## config.mk

```make
export PLATFORM = sky130hd
export DESIGN_NAME = fifo_wr_arbiter
export DESIGN_NICKNAME = d
export VERILOG_FILES = /design/src/rtl/fifo_arb_pkg.sv /design/src/rtl/rr_picker.sv /design/src/rtl/fifo_wr_arbiter.sv
export SDC_FILE = /design/constraint.sdc
export NUM_CORES = 1
export LEC_CHECK = 0
export CORE_AREA = 4 4 57 59
export CTS_CLUSTER_DIAMETER = 50
export DETAILED_ROUTE_END_ITERATION = 10
export DIE_AREA = 0 0 61 63
export PLACE_DENSITY_LB_ADDON = 0.12
export SLEW_MARGIN = 20
export SYNTH_ARGS = -nofsm -noshare
export SYNTH_HDL_FRONTEND = slang
export SYNTH_SLANG_ARGS = --single-unit
export TNS_END_PERCENT = 1
```

## constraint.sdc

```tcl
create_clock -name clk -period 2.6 [get_ports clk]
set_input_delay 0.39 -clock clk [delete_from_list [all_inputs] [get_ports clk]]
set_output_delay 0.39 -clock clk [all_outputs]
set_load 0.02 [all_outputs]
```

## src/rtl/fifo_arb_pkg.sv

```systemverilog
// fifo_arb_pkg
// Shared types, constants and the round-robin search helper used by the
// FIFO write arbiter and its picker.
//   arb_state_e : arbiter FSM states (ARB_IDLE, ARB_GRANT)
//   STATS_W     : width of the optional accepted-beat counter
//   MAX_REQ     : largest supported producer count
//   next_rr()   : index of the first set request bit at or after ptr,
//                 wrapping modulo num_req (returns ptr when nothing is set)
package fifo_arb_pkg;

    localparam int STATS_W = 16;
    localparam int MAX_REQ = 16;

    typedef enum logic {
        ARB_IDLE  = 1'b0,
        ARB_GRANT = 1'b1
    } arb_state_e;

    // Linear scan starting at ptr. The index is wrapped by a single
    // subtraction because ptr and the offset are both below num_req.
    function automatic int next_rr(input logic [MAX_REQ-1:0] req,
                                   input int                 ptr,
                                   input int                 num_req);
        int   idx;
        int   win;
        logic found;
        win   = ptr;
        found = 1'b0;
        for (int i = 0; i < MAX_REQ; i++) begin
            idx = ptr + i;
            if (idx >= num_req) begin
                idx = idx - num_req;
            end
            if (!found && (i < num_req) && req[idx]) begin
                win   = idx;
                found = 1'b1;
            end
        end
        return win;
    endfunction

endpackage

```

## src/rtl/rr_picker.sv

```systemverilog
// rr_picker
// Combinational round-robin selector.
//   req_i   [NUM_REQ-1:0] : request vector, bit k is producer k
//   ptr_i   [OW-1:0]      : highest-priority index for this decision
//   valid_o               : at least one request is set
//   idx_o   [OW-1:0]      : winning index (only meaningful when valid_o)
module rr_picker
    import fifo_arb_pkg::*;
#(
    parameter int NUM_REQ = 4,
    parameter int OW      = $clog2(NUM_REQ)
) (
    input  logic [NUM_REQ-1:0] req_i,
    input  logic [OW-1:0]      ptr_i,
    output logic               valid_o,
    output logic [OW-1:0]      idx_o
);

    logic [MAX_REQ-1:0] req_ext;

    always_comb begin
        req_ext                = '0;
        req_ext[NUM_REQ-1:0]   = req_i;
        valid_o                = |req_i;
        idx_o                  = OW'(next_rr(req_ext, int'(ptr_i), NUM_REQ));
    end

endmodule

```

## src/rtl/fifo_wr_arbiter.sv

```systemverilog
// fifo_wr_arbiter
// Round-robin arbiter sharing one synchronous FIFO write port between
// NUM_REQ producers. The winner owns the port for a burst of up to
// MAX_BURST beats; the FIFO full flag gates every beat combinationally.
//   clk, rst_n        : rising-edge clock, asynchronous active-low reset
//   req_i             : per-producer request
//   req_data_i        : flattened producer data, producer k at
//                       [k*DATA_WIDTH +: DATA_WIDTH]
//   gnt_o             : one-hot beat acknowledge
//   fifo_full         : FIFO full flag
//   fifo_wr_en        : FIFO write enable
//   fifo_data_o       : FIFO write data
//   busy_o            : high while a producer owns the port
//   wr_count_o        : saturating count of accepted beats, present only
//                       when FIFO_ARB_STATS_EN is defined
module fifo_wr_arbiter
    import fifo_arb_pkg::*;
#(
    parameter int NUM_REQ    = 4,
    parameter int DATA_WIDTH = 8,
    parameter int MAX_BURST  = 4
) (
    input  logic                          clk,
    input  logic                          rst_n,
    input  logic [NUM_REQ-1:0]            req_i,
    input  logic [NUM_REQ*DATA_WIDTH-1:0] req_data_i,
    output logic [NUM_REQ-1:0]            gnt_o,
    input  logic                          fifo_full,
    output logic                          fifo_wr_en,
    output logic [DATA_WIDTH-1:0]         fifo_data_o,
    output logic                          busy_o
`ifdef FIFO_ARB_STATS_EN
    ,
    output logic [STATS_W-1:0]            wr_count_o
`endif
);

    localparam int OW = $clog2(NUM_REQ);
    localparam int CW = $clog2(MAX_BURST + 1);
    localparam logic [CW-1:0] LAST_BEAT = CW'(MAX_BURST - 1);
    localparam logic [OW-1:0] LAST_IDX  = OW'(NUM_REQ - 1);

    arb_state_e    state_q, state_d;
    logic [OW-1:0] owner_q, owner_d;
    logic [OW-1:0] ptr_q,   ptr_d;
    logic [CW-1:0] cnt_q,   cnt_d;

    logic          pick_valid;
    logic [OW-1:0] pick_idx;
    logic          owner_req;
    logic          beat;

    rr_picker #(
        .NUM_REQ (NUM_REQ),
        .OW      (OW)
    ) u_picker (
        .req_i   (req_i),
        .ptr_i   (ptr_q),
        .valid_o (pick_valid),
        .idx_o   (pick_idx)
    );

    // Beat path: decoded from the owner register with a loop rather than a
    // variable part-select, so a non-power-of-two NUM_REQ never indexes
    // past the data bus. Only the owner can ever see a grant.
    always_comb begin
        gnt_o       = '0;
        fifo_data_o = '0;
        owner_req   = 1'b0;
        for (int k = 0; k < NUM_REQ; k++) begin
            if (owner_q == OW'(k)) begin
                owner_req = req_i[k];
                if (state_q == ARB_GRANT) begin
                    gnt_o[k]    = req_i[k] & ~fifo_full;
                    fifo_data_o = req_data_i[k*DATA_WIDTH +: DATA_WIDTH];
                end
            end
        end
        fifo_wr_en = |gnt_o;
        beat       = fifo_wr_en;
    end

    // Next-state logic. A full FIFO only stalls the counter; the burst ends
    // when the owner withdraws or its last permitted beat is accepted.
    always_comb begin
        state_d = state_q;
        owner_d = owner_q;
        ptr_d   = ptr_q;
        cnt_d   = cnt_q;
        case (state_q)
            ARB_IDLE: begin
                if (pick_valid) begin
                    owner_d = pick_idx;
                    cnt_d   = '0;
                    state_d = ARB_GRANT;
                end
            end
            ARB_GRANT: begin
                if (!owner_req || (beat && (cnt_q == LAST_BEAT))) begin
                    state_d = ARB_IDLE;
                    ptr_d   = (owner_q == LAST_IDX) ? '0 : owner_q + OW'(1);
                    cnt_d   = '0;
                end else if (beat) begin
                    cnt_d = cnt_q + CW'(1);
                end
            end
            default: begin
                state_d = ARB_IDLE;
            end
        endcase
    end

    always_ff @(posedge clk or negedge rst_n) begin
        if (!rst_n) begin
            state_q <= ARB_IDLE;
            owner_q <= '0;
            ptr_q   <= '0;
            cnt_q   <= '0;
        end else begin
            state_q <= state_d;
            owner_q <= owner_d;
            ptr_q   <= ptr_d;
            cnt_q   <= cnt_d;
        end
    end

    assign busy_o = (state_q == ARB_GRANT);

`ifdef FIFO_ARB_STATS_EN
    logic [STATS_W-1:0] wr_count_q, wr_count_d;

    // Saturates at all-ones instead of wrapping.
    always_comb begin
        wr_count_d = wr_count_q;
        if (beat && (wr_count_q != '1)) begin
            wr_count_d = wr_count_q + STATS_W'(1);
        end
    end

    always_ff @(posedge clk or negedge rst_n) begin
        if (!rst_n) begin
            wr_count_q <= '0;
        end else begin
            wr_count_q <= wr_count_d;
        end
    end

    assign wr_count_o = wr_count_q;
`endif

endmodule
```

Yosys cells after proc, flatten, opt, wreduce, memory -nomap -nowiden
Index checks and enable logic that the tools add are counted.

word-level totals
  bits in registers = 8
  input bits = 39
  output and inout bits = 14

cells by class
  add/subtract/negate cells = 9
  magnitude comparators = 8
  equality and inequality tests = 6
  multiplexer cells = 51
  bitwise operators = 6
  reduce and logical (&&, ||, !) cells = 15

operator list
  operator                 number
  $lt A32 B6 Y1 const B    4
  $mux W32                 4
  $ge A32 B4 Y1 const B    3
  $sub A32 B4 Y32 const B  3
  $mux W8                  8
  $mux W1                  25
  $bmux W1 S4              4
  $mux W2                  5
  $mux W3                  3
  $reduce_or A4 Y1         2
  $add A2 B2 Y3 const B    2
  $pmux W3 S2              1
  $reduce_and A2 Y1        3
  $and A1 B1 Y1            4
  $eq A2 B2 Y1 const B     2
  $logic_and A1 B1 Y1      4
  $logic_not A1 Y1         4
  $sub A2 B3 Y4 const B    1
  $add A2 B1 Y3 const B    1
  $add A3 B1 Y3 const B    1
  $eq A3 B2 Y1 const B     1
  $ge A2 B3 Y1 const B     1
  $ne A3 B1 Y1 const B     1
  $add A2 B1 Y2 const B    1
  other kinds (6)          7

Depth between registers and ports, before layout
Gate-level depths: netlist of run 1.

  depth after elaboration = 15
  gate-level depth with buffers = 8
  mapped depth without buffers = 7

Modules after synthesis
From an unflattened synthesis of run 1, not the netlist that was laid out.

unflattened totals
  cells, all modules = 129
  area, all modules = 1106.1 sq um

modules (own cells, without submodules)
  module           instances  cells each  area each (sq um)  sequential area each (sq um)
  fifo_wr_arbiter  1          100         807.0              200.2
  rr_picker        1          29          299.0              0.0

Worst setup path before layout of run 1
Ideal clock, no wire load.

  path kind = flip-flop to flip-flop
  start = register ptr_q[0]
  end = register owner_q[1]
  arrival time = 2308 ps
  data required time = 2474 ps
  slack = 166 ps
  cell stages (with the launch flop) = 9
  path buffers = 1
  period minus slack after synthesis = 2434 ps
  cell sequence = dfrtp_1 -> buf_6 -> inv_1 -> ha_1 -> mux4_2 -> nand2_1 -> or3b_1 -> nor2b_4 -> a221o_1

between the ends
  longest elaborated chain between the ends = 15
  elaborated cells between the ends (all ways) = 40
  those cells by class = add/sub: 7; order compare: 4; mux: 23; reduce/logical: 6

ends and longest elaborated chain
  item                                                                      RTL line                source
  start: declaration                                                        fifo_wr_arbiter.sv:45   logic [OW-1:0] ptr_q, ptr_d;
  start signal: assignment                                                  fifo_wr_arbiter.sv:122  ptr_q <= ptr_d;
  parallel branches: the longest is 14 deep, another holds $sub A32 B4 Y32  -
  $mux W2 *                                                                 fifo_arb_pkg.sv:34      if (!found && (i < num_req) && req[idx]) begin
  end signal: assignment                                                    fifo_wr_arbiter.sv:121  owner_q <= owner_d;
  end: declaration                                                          fifo_wr_arbiter.sv:44   logic [OW-1:0] owner_q, owner_d;

Every way passes the cells marked *. The select of a mux whose other input is x is not followed.
A chain may end at the register's enable or synchronous reset.

Worst setup path after layout of run 1
Same ends and word-level chain as after synthesis.

==> results of run 1 <==
## per-stage QoR
| step | hold slack, ns | instances | setup slack, ns |
|---|---|---|---|
| floorplan | 0.0944 | 127 | 0.166 |
| global placement | 0.488 | 218 | 0.0479 |
| detailed placement | 0.506 | 218 | -0.0536 |
| CTS | 0.428 | 221 | 0.00704 |
| global route | 0.440 | 221 | 0.0135 |
| finish | 0.419 | 221 | 0.140 |
## cell families after synthesis
group / after synthesis
simple gates: 52
compound gates: 34
buf+inv: 14
fa+ha+maj: 10
mux: 8
flops: 8
xor+xnor: 1
## cell usage after synthesis (all sizes together) (2+ instances only)
master / n / area, sq um
nor2b: 10 / 70.1
mux2: 3 / 33.8
and2: 3 / 18.8
o21a: 2 / 15.0
dfrtp: 8 / 200
o21ai: 3 / 15.0
ha: 10 / 125
a221oi: 7 / 61.3
o22ai: 3 / 18.8
nand2b: 2 / 12.5
nor2: 14 / 52.6
mux4: 4 / 93.8
nand2: 11 / 41.3
clkbuf: 5 / 18.8
or3b: 2 / 17.5
nor3: 8 / 40.0
inv: 7 / 26.3
a21oi: 12 / 60.1
## per-layer routing
| layer | vias up | GRT usage [%] | routed length, microns |
|---|---|---|---|
| met5 | - | 0 | 0 |
| met3 | 6 | 2.69 | 231 |
| met1 | 545 | 23.1 | 1390 |
| met4 | 0 | 5.42 | 47 |
| met2 | 50 | 31.6 | 1680 |
| li1 | 595 | - | - |
## layout make-up
cell class / instances / area share (%)
inverters: 8 / 1.76
multi-input cells: 105 / 46.7
flip-flops and latches: 8 / 11.8
repair buffers: 66 / 36.1
well taps: 31 / 2.28
clock buffers: 3 / 1.32
## worst max path at each step
| stage | from | end | slack (ns) | depth (start not counted) |
|---|---|---|---|---|
| finish | ptr_q[0] | owner_q[1] | 0.14 | 7 |
| global route | owner_q[1] | fifo_data_o[4] | 0.01 | 8 |
| CTS | owner_q[1] | fifo_wr_en | 0.007 | 6 |
| detailed placement | owner_q[0] | fifo_data_o[4] | -0.05 | 8 |
| global placement | req_i[1] | owner_q[1] | 0.05 | 6 |
| floorplan | ptr_q[0] | owner_q[1] | 0.17 | 8 |
## sequential cells by signal (all words and copies together) (netlist names)
signal	cells
ptr_q	2
busy_o	1
owner_q	2
cnt_q	3
## power by group through the flow
stage | sequential, uW | clock (uW) | combinational [uW]
after global routing | 241 | 107 | 1640
after CTS | 231 | 100 | 1470
after global placement | 228 | 0 | 1460
final | 233 | 96.7 | 1460
after detailed placement | 232 | 0 | 1510
after floorplan | 232 | 0 | 972
## worst max-delay path, stage by stage, from the launching register on
cell	delay (ns)
dfrtp_2	0.44
inv_1	0.07
ha_1	0.37
mux4_2	0.54
nand2_1	0.13
or3b_1	0.38
nor2b_4	0.14
a221o_1	0.29
==> impl_metrics.csv, run 1 <==
group,metric,value,unit
detailed_routing,drcViolationCount,0,
power_and_ir_drop,p_clk_share,5.4,%
critical_path,endpoint_kind,"flop",
power_and_ir_drop,total_leakage_power,0.000748,uW
timing,min_period_over_period,94.6,%
floorplan,io-pin-count,53,
critical_path,arrival,2.60,ns
layout,final_util,62.8,%
power_and_ir_drop,seq_power_share,13.0,%
layout,drive_gt1_share,13.7,%
detailed_routing,first_pass_iters,4,
timing,finalHoldViolCount,0,
synth,yosys_warnings,0,
detailed_routing,via_per_inst,5.41,
floorplan,row_count,19,
clock_network,cts_tree,"built",
layout,multi_input_area,795,sq um
global_route,grt_pass1_vias,1213,
global_route,grt_antenna_before_repair,0,
synth,synth-edff-count,0,
placement,numPortBuffers,52,
power_and_ir_drop,switching_share,48.1,%
clock_network,cts_made_buffers,3,
synth,synthArstFlopShare,100,%
clock_network,clk_latency,0.25,ns
power_and_ir_drop,power,1790,uW
clock_network,cts_htree_levels,1,
critical_path,r2r-start,"ptr_q[0]",
detailed_routing,wl_per_cell,15.2,microns
critical_path,r2r_cells,7,
critical_path,crit_path_start_kind,"flop",
floorplan,die_w,61,microns
critical_path,r2r-end,"owner_q[1]",
critical_path,reg2reg_slack,0.14,ns
placement,hpwlAfterDp,2810,microns
layout,layout_commonest_cell,"clkdlybuf4s50_1",
clock_network,cts_resized,10,
layout,fillers,248,
clock_network,clock-sinks,8,
floorplan,coreArea,2710,sq um
synth,synthCells,127,
global_route,grt_max_degree,13,
synth,ys_seq_area_share,19.2,%
power_and_ir_drop,p_switching,863,uW
synth,avgSynthCellArea,8.20,sq um
timing,max_freq,0.406,GHz
floorplan,dieArea,3840,sq um
power_and_ir_drop,ir_drop,0.000615,V
floorplan,start_util,38.4,%
flow_run,drv_cap,0,
timing,fin_skew,0.00214,ns
critical_path,critPathKind,"flop to flop",
placement,place_congestion,0.913,
detailed_routing,vias,1196,
synth,synth_compound_area_share,23.0,%
synth,synth_top_flop_cell,"dfrtp_1",
global_route,grt_overflow,0,
layout,final_cell_mix,"43 x clkdlybuf4s50_1, 14 x nor2_1, 14 x buf_4",
detailed_routing,ant_nets,0,
power_and_ir_drop,pwr-share-comb,81.6,%
synth,synth-simple-area-share,26.0,%
timing,tns,0,ns
timing,setup_viol,0,
detailed_routing,wirelength,3360,microns
power_and_ir_drop,p_int,930,uW
synth,synth_mux_area_share,13.2,%
status,status,"completed",
synth,synthAdderAreaFrac,12.0,%
clock_network,postCtsHoldBufs,0,
global_route,grt_util_all_layers,18.4,%
synth,synth_area,1040,sq um
layout,diodes,0,
timing,relSlewSlack,75.0,%
timing,rsz0062_at_grt,"no",
hold_path,hp-class,"primary input to asynchronous set/reset pin",
synth,synthesis.nets,176,
layout,area_growth,63.5,%
layout,stdcell_area,1700,sq um
placement,place_area,1680,sq um
clock_network,post_cts_buffers,0,
synth,synth_top_family_by_area,"simple AND/OR/NAND/NOR gates",
timing,tightest_slew,0.374,ns
critical_path,critical_path_required,2.74,ns
power_and_ir_drop,power_density,1050,nW/um^2
layout,register_area,201,sq um
timing,final.min_clock_period,2.46,ns
timing,report.final.slew_viol_count,0,
clock_network,clkTransAtPathRegs,0.06,ns
clock_network,clk_path_buf_depth,2,
synth,ys_seq_elements,8,
layout,nets,241,
synth,yosysUniqueCellTypes,35,
critical_path,critPathMaxFanout,7,
detailed_routing,drt_iter0_markers,96,
global_route,grt_first_pass_wirelength,5580,microns
synth,synth_xor_xnor_area_share,0.841,%
floorplan,die_h,63,microns
clock_network,root_buffer,"clkbuf_4",
Power figures use the tool's default switching activity.
==> run 2: changes to the inputs <==
--- a/config.mk
+++ b/config.mk
@@ -10,6 +10,7 @@
 export DETAILED_ROUTE_END_ITERATION = 10
 export DIE_AREA = 0 0 61 63
 export PLACE_DENSITY_LB_ADDON = 0.12
+export RECOVER_POWER = 50
 export SLEW_MARGIN = 20
 export SYNTH_ARGS = -nofsm -noshare
 export SYNTH_HDL_FRONTEND = slang
==> run 2 against run 1 <==
- non-clock buffer count is the same
- wire length about the same
- fmax barely moved
- worst hold slack better by 0.069 ns
- sequential cell count is the same
- die area did not move
- critical path type unchanged
- largest power group unchanged
==> impl_metrics.csv, run 2 (synthesis results as in run 1) <==
group,metric,value,unit
layout,fillers,251,
floorplan,row_count,19,
clock_network,cts_htree_levels,1,
detailed_routing,drcViolationCount,0,
detailed_routing,vias,1204,
global_route,grt_antenna_before_repair,0,
clock_network,clock-sinks,8,
power_and_ir_drop,switching_share,48.4,%
clock_network,cts_made_buffers,3,
layout,layout_commonest_cell,"clkdlybuf4s50_1",
layout,register_area,201,sq um
layout,final_cell_mix,"40 x clkdlybuf4s50_1, 14 x nor2_1, 13 x buf_4",
placement,dp.cells,218,
layout,instances_no_fill,221,
detailed_routing,wirelength,3350,microns
detailed_routing,ant_nets,0,
placement,dp_slack,-0.0536,ns
layout,drive_gt1_share,13.7,%
power_and_ir_drop,p_clk_share,5.4,%
layout,final_util,62.5,%
critical_path,critPathMaxFanout,7,
clock_network,clk_path_buf_depth,2,
layout,largest_register_ffs,3,
detailed_routing,drt_iter0_markers,94,
power_and_ir_drop,seq_power_share,13.0,%
critical_path,r2r_cells,7,
critical_path,critPathKind,"flop to flop",
floorplan,io-pin-count,53,
layout,reg_top3,"cnt_q: 3 flops, owner_q: 2 flops, ptr_q: 2 flops",
timing,setup_viol,0,
timing,tightest_slew,0.375,ns
clock_network,clkTransAtPathRegs,0.06,ns
timing,max_freq,0.406,GHz
detailed_routing,wl_per_cell,15.2,microns
critical_path,critical_path_required,2.73,ns
critical_path,reg2reg_slack,0.14,ns
global_route,grt_max_degree,13,
placement,place_congestion,0.913,
layout,diodes,0,
global_route,grt_overflow,0,
detailed_routing,first_pass_iters,4,
layout,multi_input_area,795,sq um
critical_path,crit_path_start_kind,"flop",
timing,fin_skew,0.00197,ns
power_and_ir_drop,total_leakage_power,0.000732,uW
layout,top_register,"cnt_q",
global_route,grt_util_all_layers,18.4,%
power_and_ir_drop,ir_drop,0.000612,V
power_and_ir_drop,power_density,1050,nW/um^2
detailed_routing,via_per_inst,5.45,
timing,tns,0,ns
power_and_ir_drop,p_switching,864,uW
layout,area_growth,62.6,%
critical_path,endpoint_kind,"flop",
global_route,grt_pass1_vias,1213,
flow_run,drv_cap,0,
timing,finalHoldViolCount,0,
hold_path,hp-class,"primary input to asynchronous set/reset pin",
timing,final.min_clock_period,2.46,ns
clock_network,clk_latency,0.25,ns
floorplan,die_w,61,microns
status,status,"completed",
global_route,grt_first_pass_wirelength,5580,microns
timing,report.final.slew_viol_count,0,
critical_path,arrival,2.60,ns
timing,setup_slack,0.137,ns
floorplan,dieArea,3840,sq um
power_and_ir_drop,pwr-share-comb,81.6,%
layout,nets,241,
timing,min_period_over_period,94.7,%
timing,relSlewSlack,74.9,%
placement,numPortBuffers,52,
floorplan,die_h,63,microns
placement,hpwlAfterDp,2810,microns
clock_network,cts_tree,"built",
power_and_ir_drop,p_int,920,uW
floorplan,start_util,38.4,%
timing,rsz0062_at_grt,"no",
clock_network,root_buffer,"clkbuf_4",
floorplan,coreArea,2710,sq um
## run 2: worst paths after layout
check | from | endpoint
worst max-delay path | ptr_q[0] | owner_q[1]
min in group clk | cnt_q[0] | cnt_q[0]
max in group asynchronous | rst_n | ptr_q[0]
worst min register to register | cnt_q[0] | cnt_q[0]
worst min-delay path | rst_n | cnt_q[1]
worst max register to register | ptr_q[0] | owner_q[1]
## run 2: critical path: stages (launching register included)
cell	delay, ns
dfrtp_2	0.44
inv_1	0.07
ha_1	0.37
mux4_2	0.54
nand2_1	0.13
or3b_1	0.38
nor2b_4	0.14
a221o_1	0.29
## run 2: layout make-up
type	count	share of cell area, %
multi-input cells	105	46.9
inverters	8	1.77
well taps	31	2.29
repair buffers	66	35.8
flip-flops and latches	8	11.9
clock buffers	3	1.33
## run 2: layer usage
metal  global-route usage [%]  vias to the layer above  routed length [microns]
li1                         -                      595                        -
met3                     2.69                        6                      219
met2                     31.6                       48                     1680
met4                     5.42                        0                       47
met1                     23.1                      555                     1410
met5                        0                        -                        0
## run 2: timing repair
item | 4_1_cts | 5_1_grt
setup buffers | 0 | 0
endpoints found under the setup margin | 8 | 4
hold endpoints to repair | 0 | 0
gates cloned | 0 | 0
hold buffers | 0 | 0
resized for setup | 10 | 5
## run 2: power groups by stage
| stage | sequential (uW) | combinational, uW | clock (uW) |
|---|---|---|---|
| floorplan | 232 | 972 | 0 |
| global placement | 228 | 1460 | 0 |
| detailed placement | 232 | 1510 | 0 |
| CTS | 231 | 1470 | 100 |
| global route | 240 | 1630 | 107 |
| finish | 232 | 1450 | 96.7 |
## run 2: through the flow
stage          cell area [sq um]  hold WS, ns  total power (uW)
2_1_floorplan               1040       0.0944              1200
3_3_place_gp                1680        0.488              1690
3_5_place_dp                1680        0.506              1740
4_1_cts                     1700        0.428              1800
5_1_grt                     1690        0.510              1970
6_report                    1690        0.488              1780
==> run 3: changes to the inputs <==
--- a/config.mk
+++ b/config.mk
@@ -6,12 +6,11 @@
 export NUM_CORES = 1
 export LEC_CHECK = 0
 export CORE_AREA = 4 4 57 59
-export CTS_CLUSTER_DIAMETER = 50
+export CTS_CLUSTER_DIAMETER = 150
 export DETAILED_ROUTE_END_ITERATION = 10
 export DIE_AREA = 0 0 61 63
 export PLACE_DENSITY_LB_ADDON = 0.12
 export RECOVER_POWER = 50
-export SLEW_MARGIN = 20
 export SYNTH_ARGS = -nofsm -noshare
 export SYNTH_HDL_FRONTEND = slang
 export SYNTH_SLANG_ARGS = --single-unit
==> results of run 3 <==
Same layout as run 2: the final DEF is identical, and so are final timing and power.
